--- config.mk ---
export PLATFORM = sky130hd
export DESIGN_NAME = digest_reader
export DESIGN_NICKNAME = d
export VERILOG_FILES = /design/src/rtl/sha3_pkg.sv /design/src/rtl/settle_timer.sv /design/src/rtl/digest_reader.sv
export SDC_FILE = /design/constraint.sdc
export NUM_CORES = 2
export LEC_CHECK = 0
export ABC_AREA = 1
export CAP_MARGIN = 20
export CORE_AREA = 2 2 406 408
export CTS_CLUSTER_SIZE = 14
export DETAILED_ROUTE_END_ITERATION = 12
export DIE_AREA = 0 0 408 410
export PLACE_DENSITY_LB_ADDON = 0.05
export SETUP_SLACK_MARGIN = 0.4
export SYNTH_ARGS = -nofsm -noshare
export SYNTH_HDL_FRONTEND = slang
export SYNTH_SLANG_ARGS = --single-unit
export TNS_END_PERCENT = 50
--- constraint.sdc ---
create_clock -name clk -period 2.62 [get_ports clk]
set_input_delay 0.786 -clock clk [delete_from_list [all_inputs] [get_ports clk]]
set_output_delay 0.786 -clock clk [all_outputs]
set_load 0.005 [all_outputs]
--- src/rtl/sha3_pkg.sv ---
// Shared constants and types for the SHA3-512 test-side link blocks.
package sha3_pkg;

    localparam int unsigned DIGEST_W = 512;
    localparam int unsigned LINK_W   = 16;

    typedef enum logic [1:0] {
        IDLE   = 2'd0,
        REQ_HI = 2'd1,
        REQ_LO = 2'd2,
        DONE   = 2'd3
    } reader_state_t;

endpackage

--- src/rtl/settle_timer.sv ---
// 8-bit down-counter that times one request phase; expire is high while the count is zero.
module settle_timer (
    input  logic       clk,
    input  logic       reset,
    input  logic       load,
    input  logic [7:0] load_val,
    output logic       expire
);

    logic [7:0] count_q;

    always_ff @(posedge clk) begin
        if (!reset) begin
            count_q <= '0;
        end else if (load) begin
            count_q <= load_val;
        end else if (count_q != '0) begin
            count_q <= count_q - 8'd1;
        end
    end

    assign expire = (count_q == '0);

endmodule

--- src/rtl/digest_reader.sv ---
// Link master for the converter's 16-bit word output: strobes req once per word, assembles
// the digest MSB word first and registers a compare against the expected value.
module digest_reader
    import sha3_pkg::*;
#(
    parameter int unsigned WORD_W = LINK_W,
    parameter int unsigned WORDS  = DIGEST_W / LINK_W,
    parameter int unsigned SETTLE = 4
) (
    input  logic                     clk,
    input  logic                     reset,
    input  logic                     go,
    input  logic                     kill,
    input  logic [WORD_W-1:0]        data_in,
    input  logic [WORD_W*WORDS-1:0]  expected,
    output logic                     req,
    output logic [WORD_W*WORDS-1:0]  digest,
    output logic                     digest_valid,
    output logic                     match,
    output logic                     busy,
    output logic [4:0]               word_idx
);

    localparam int unsigned DW          = WORD_W * WORDS;
    localparam logic [7:0]  SETTLE_LOAD = 8'(SETTLE - 1);
    localparam logic [4:0]  LAST_IDX    = 5'(WORDS - 1);

    reader_state_t state_q;
    logic          timer_load;
    logic [7:0]    timer_val;
    logic          timer_expire;

    settle_timer u_settle_timer (
        .clk      (clk),
        .reset    (reset),
        .load     (timer_load),
        .load_val (timer_val),
        .expire   (timer_expire)
    );

    // Each phase reloads the timer as it is entered, so it expires on the phase's last cycle.
    always_comb begin
        timer_load = 1'b0;
        timer_val  = SETTLE_LOAD;
        if (kill) begin
            timer_load = 1'b1;
            timer_val  = '0;
        end else begin
            unique case (state_q)
                IDLE:           timer_load = go;
                REQ_HI, REQ_LO: timer_load = timer_expire;
                default:        timer_load = 1'b0;
            endcase
        end
    end

    always_ff @(posedge clk) begin
        if (!reset) begin
            state_q      <= IDLE;
            req          <= 1'b0;
            busy         <= 1'b0;
            digest       <= '0;
            digest_valid <= 1'b0;
            match        <= 1'b0;
            word_idx     <= '0;
        end else if (kill) begin
            state_q      <= IDLE;
            req          <= 1'b0;
            busy         <= 1'b0;
            digest       <= '0;
            digest_valid <= 1'b0;
            match        <= 1'b0;
            word_idx     <= '0;
        end else begin
            unique case (state_q)
                IDLE: begin
                    if (go) begin
                        digest       <= '0;
                        digest_valid <= 1'b0;
                        match        <= 1'b0;
                        word_idx     <= '0;
                        req          <= 1'b1;
                        busy         <= 1'b1;
                        state_q      <= REQ_HI;
                    end
                end
                REQ_HI: begin
                    if (timer_expire) begin
                        digest  <= {digest[DW-WORD_W-1:0], data_in};
                        req     <= 1'b0;
                        state_q <= REQ_LO;
                    end
                end
                REQ_LO: begin
                    if (timer_expire) begin
                        if (word_idx == LAST_IDX) begin
                            busy    <= 1'b0;
                            state_q <= DONE;
                        end else begin
                            word_idx <= word_idx + 5'd1;
                            req      <= 1'b1;
                            state_q  <= REQ_HI;
                        end
                    end
                end
                DONE: begin
                    digest_valid <= 1'b1;
                    match        <= (digest == expected);
                    state_q      <= IDLE;
                end
                default: state_q <= IDLE;
            endcase
        end
    end

endmodule

==> metrics.md <==
| Metric | Value |
|---|---|
| Pre-antenna DRT Iters | `5` |
| CP top delay family | `buffers and inverters` |
| Maximum VDD drop | `approximately 0.42 mV` |
| Worst Setup End Kind | `primary output` |
| Final WS setup | `slightly below 0.3 ns` |
| P_int | `17100 uW` |
| GRT Overall Usage | `19.8%` |
| Layout cells sized above 1 | `between 20% and 30%` |
| Area grow syn2layout | `87.1%` |
| Dpl hpwl | `between 100 and 150 mm` |
| Post-Synthesis Cells | `3491` |
| Register area | `0.0118 sq mm` |
| Final Cycle Share | `between 80% and 90%` |
| Row count | `~150` |
| IO Port Bufs | `approximately 1100` |
| CP required | `1.83 ns` |
| R2R Setup Slk | `around 0.32 ns` |
| Post-Synth XOR/XNOR Area | `between 15 and 20%` |
| Synth Area in Compound Gates | `12.0%` |
| DR iter-0 viols | `approximately 1400` |
| Vias/cell | `~4.1` |
| Class of the worst hold path | `flop to flop` |
| Number of global-route vias before repair | `29000` |
| Routed via count | `between 20000 and 30000` |
| Worst path arrival time | `between 1.5 and 2 ns` |
| Initial Utilization | `between 15 and 20%` |
| F_max | `0.430 GHz` |
| Core Footprint | `between 0.15 and 0.2 sq mm` |
| Outcome | `finished clean` |
| Combinational fraction of design power | `between 20% and 30%` |
| Crit Path Category | `flop to primary output` |
| Post-Synth Simple-Gate Area | `between 20% and 30%` |
| Die Width | `408 um` |
| Total power | `24100 uW` |
| Relative slew slack | `roughly a quarter` |
| Placed cell area | `0.0408 sq mm` |
| Clk network pwr share | `between 40 and 50%` |
| Cts hold-fix bufs | `0` |
| Final Max Tran Viols | `0` |
| Initial antenna violation count | `37` |
| Wire per inst | `25.3 um` |
| Slew @ Worst Pin | `between 1 and 1.5 ns` |
| Placed cells | `around 6800` |
| Setup violators final | `0` |
| Buf/Inv on CP | `1` |
| Nets | `roughly 5400` |
| Filler cells | `17800` |
| Later-pin clock latency in the skew report | `0.65 ns` |
| CTS clk-pin slew, worst paths | `roughly 0.050 ns` |
| Largest net degree at the start of global routing | `~150` |
| Max Cap Viol | `0` |
| Sequential power share | `between 30% and 40%` |
| Post-synthesis sequential area ratio | `between 40 and 50%` |
| Clk sink count | `about 530` |
| Fin crit period | `2.33 ns` |
| RSZ-0062 raised after global routing | `yes` |
| Main combinational cell family by area after synthesis | `simple AND/OR/NAND/NOR gates` |
| Design Area, Final | `between 0.04 and 0.05 sq mm` |
| Synth Area per Inst | `roughly 7.5 sq um` |
| Die area | `0.167 sq mm` |
| Mux cell area share after synthesis | `0%` |
| H-tree levels | `3` |
| Post-Synthesis Cell Area | `around 0.026 sq mm` |
| Multi-input gate area | `roughly 0.015 sq mm` |
| Gp weighted congestion | `approximately 0.81` |
| Synthesized flop and latch total | `around 530` |
| Cell Count, Final, Fillers Out | `~7100` |
| Post-route ant nets | `0` |
| CP max FO | `4` |
| Final hold violations | `0` |
| Mapped Nets | `between 4000 and 5000` |
| Clk buf depth | `3` |
| DRC | `0` |
| Root Buffer | `clkbuf_16` |
| Final TNS setup | `0 ns` |
| First-pass GRT wire length | `about 240 mm` |
| Sw frac | `just under 30%` |
| CTS tree | `yes` |
| Static Leak | `between 0.02 and 0.025 uW` |
| Slowest CP cell | `clkdlybuf4s50_1` |
| Post-synth cell types | `25` |
| Ys Warns | `0` |
| Crit-path cells | `clkdlybuf4s50_1` |
| Final WL | `~180 mm` |
| Synth Area in Adders | `less than 1%` |
| Pre-CTS WS | `-1.06 ns` |
| GRT Residual Overflow | `0` |
| CTS Buf Count | `75` |
| Slowest stage delay, CP | `0.52 ns` |
| Io pins | `approximately 1100` |
| NetSw | `around 7000 uW` |
| Critical path launch point type | `flop` |
| Skew final | `about 0.035 ns` |
| Die height | `410 um` |
| Power density cells | `493 mW/mm^2` |
==> cell families after synthesis <==
group / Yosys count
fa+ha+maj: 8
flops: 531
compound gates: 595
simple gates: 1564
buf+inv: 339
xor+xnor: 454
==> registers in the layout (all words and copies together), names as in the netlist <==
| register | flops |
|---|---|
| req | 1 |
| state_q | 2 |
| busy | 1 |
| word_idx | 5 |
| digest | 512 |
| match | 1 |
| digest_valid | 1 |
| u_settle_timer.count_q | 8 |
==> final timing paths <==
path,cells past startpoint,endpoint,from
setup / recovery,1,digest[100],digest[100]
hold / removal,2,req,req
setup reg to reg,14,digest[101],u_settle_timer.count_q[1]
hold reg to reg,2,req,req
==> synth_stat cells <==
cell | number | share of area, %
nand2_2 | 2 | 0.048
buf_1 | 5 | 0.072
or2_2 | 37 | 0.89
buf_4 | 1 | 0.029
inv_2 | 5 | 0.072
nor2_1 | 171 | 2.5
o31ai_1 | 1 | 0.029
nor4_4 | 1 | 0.082
inv_1 | 107 | 1.5
xor2_1 | 9 | 0.30
nand3_1 | 501 | 9.6
xnor2_1 | 445 | 15
ha_1 | 8 | 0.38
nor3_1 | 8 | 0.15
a21oi_1 | 526 | 10
buf_2 | 39 | 0.75
dfxtp_1 | 531 | 41
clkbuf_1 | 151 | 2.2
nand2_1 | 816 | 12
o21ai_0 | 5 | 0.096
nor3b_1 | 2 | 0.058
buf_6 | 31 | 1.3
o211ai_1 | 1 | 0.029
a211oi_1 | 62 | 1.8
nand4_1 | 26 | 0.62
==> stage by stage <==
| stage | utilization (%) | hold slack [ns] |
|---|---|---|
| after global placement | 24.9 | 0.446 |
| after CTS | 27.3 | 0.458 |
| final | 29.9 | 0.451 |
| after floorplan | - | 0.440 |
| after global routing | 29.8 | 0.496 |
| after detailed placement | 24.9 | 0.448 |
==> metal layers <==
layer / up-vias / track usage (%) / part of all wire (%)
met5: - / 0 / 0.11
met4: 32 / 3.66 / 1.3
met3: 145 / 4.86 / 5.6
met2: 796 / 35.1 / 50
met1: 14100 / 24.2 / 43
li1: 14300 / - / -
==> power groups by stage <==
stage	sequential [uW]	clock (uW)	combinational [uW]
after CTS	8150	11100	4270
after global routing	8010	11400	5740
final	8000	10700	5360
after global placement	8430	0	4270
after detailed placement	8430	0	4260
after floorplan	8390	0	1890
==> repair_timing <==
item,4_1_cts,5_1_grt
resized for setup,938,767
buffers inserted,75,93
cloned,0,30
pin swaps,5,95
setup endpoints to repair,882,741
==> layout by cell type (no fill, tap or decap), drive strengths merged, types with 111 or more instances in the layout <==
cell	n
a21oi	526
buf	431
clkbuf	147
clkdlybuf4s50	528
dfxtp	531
dlygate4sd2	179
dlymetal6s2s	266
inv	111
nand2	818
nand3	501
nor2	171
xnor2	445
==> final cells by class <==
cell class,count,area share [%]
tap,2189,5.61
multi-input combinational,2621,31.2
clock inverter,16,0.438
timing repair buffer,1500,32.7
inverter,112,0.941
antenna,13,0.0666
sequential,531,24.1
clock buffer,119,4.85
No activity file was read; power rests on OpenSTA's default activity.
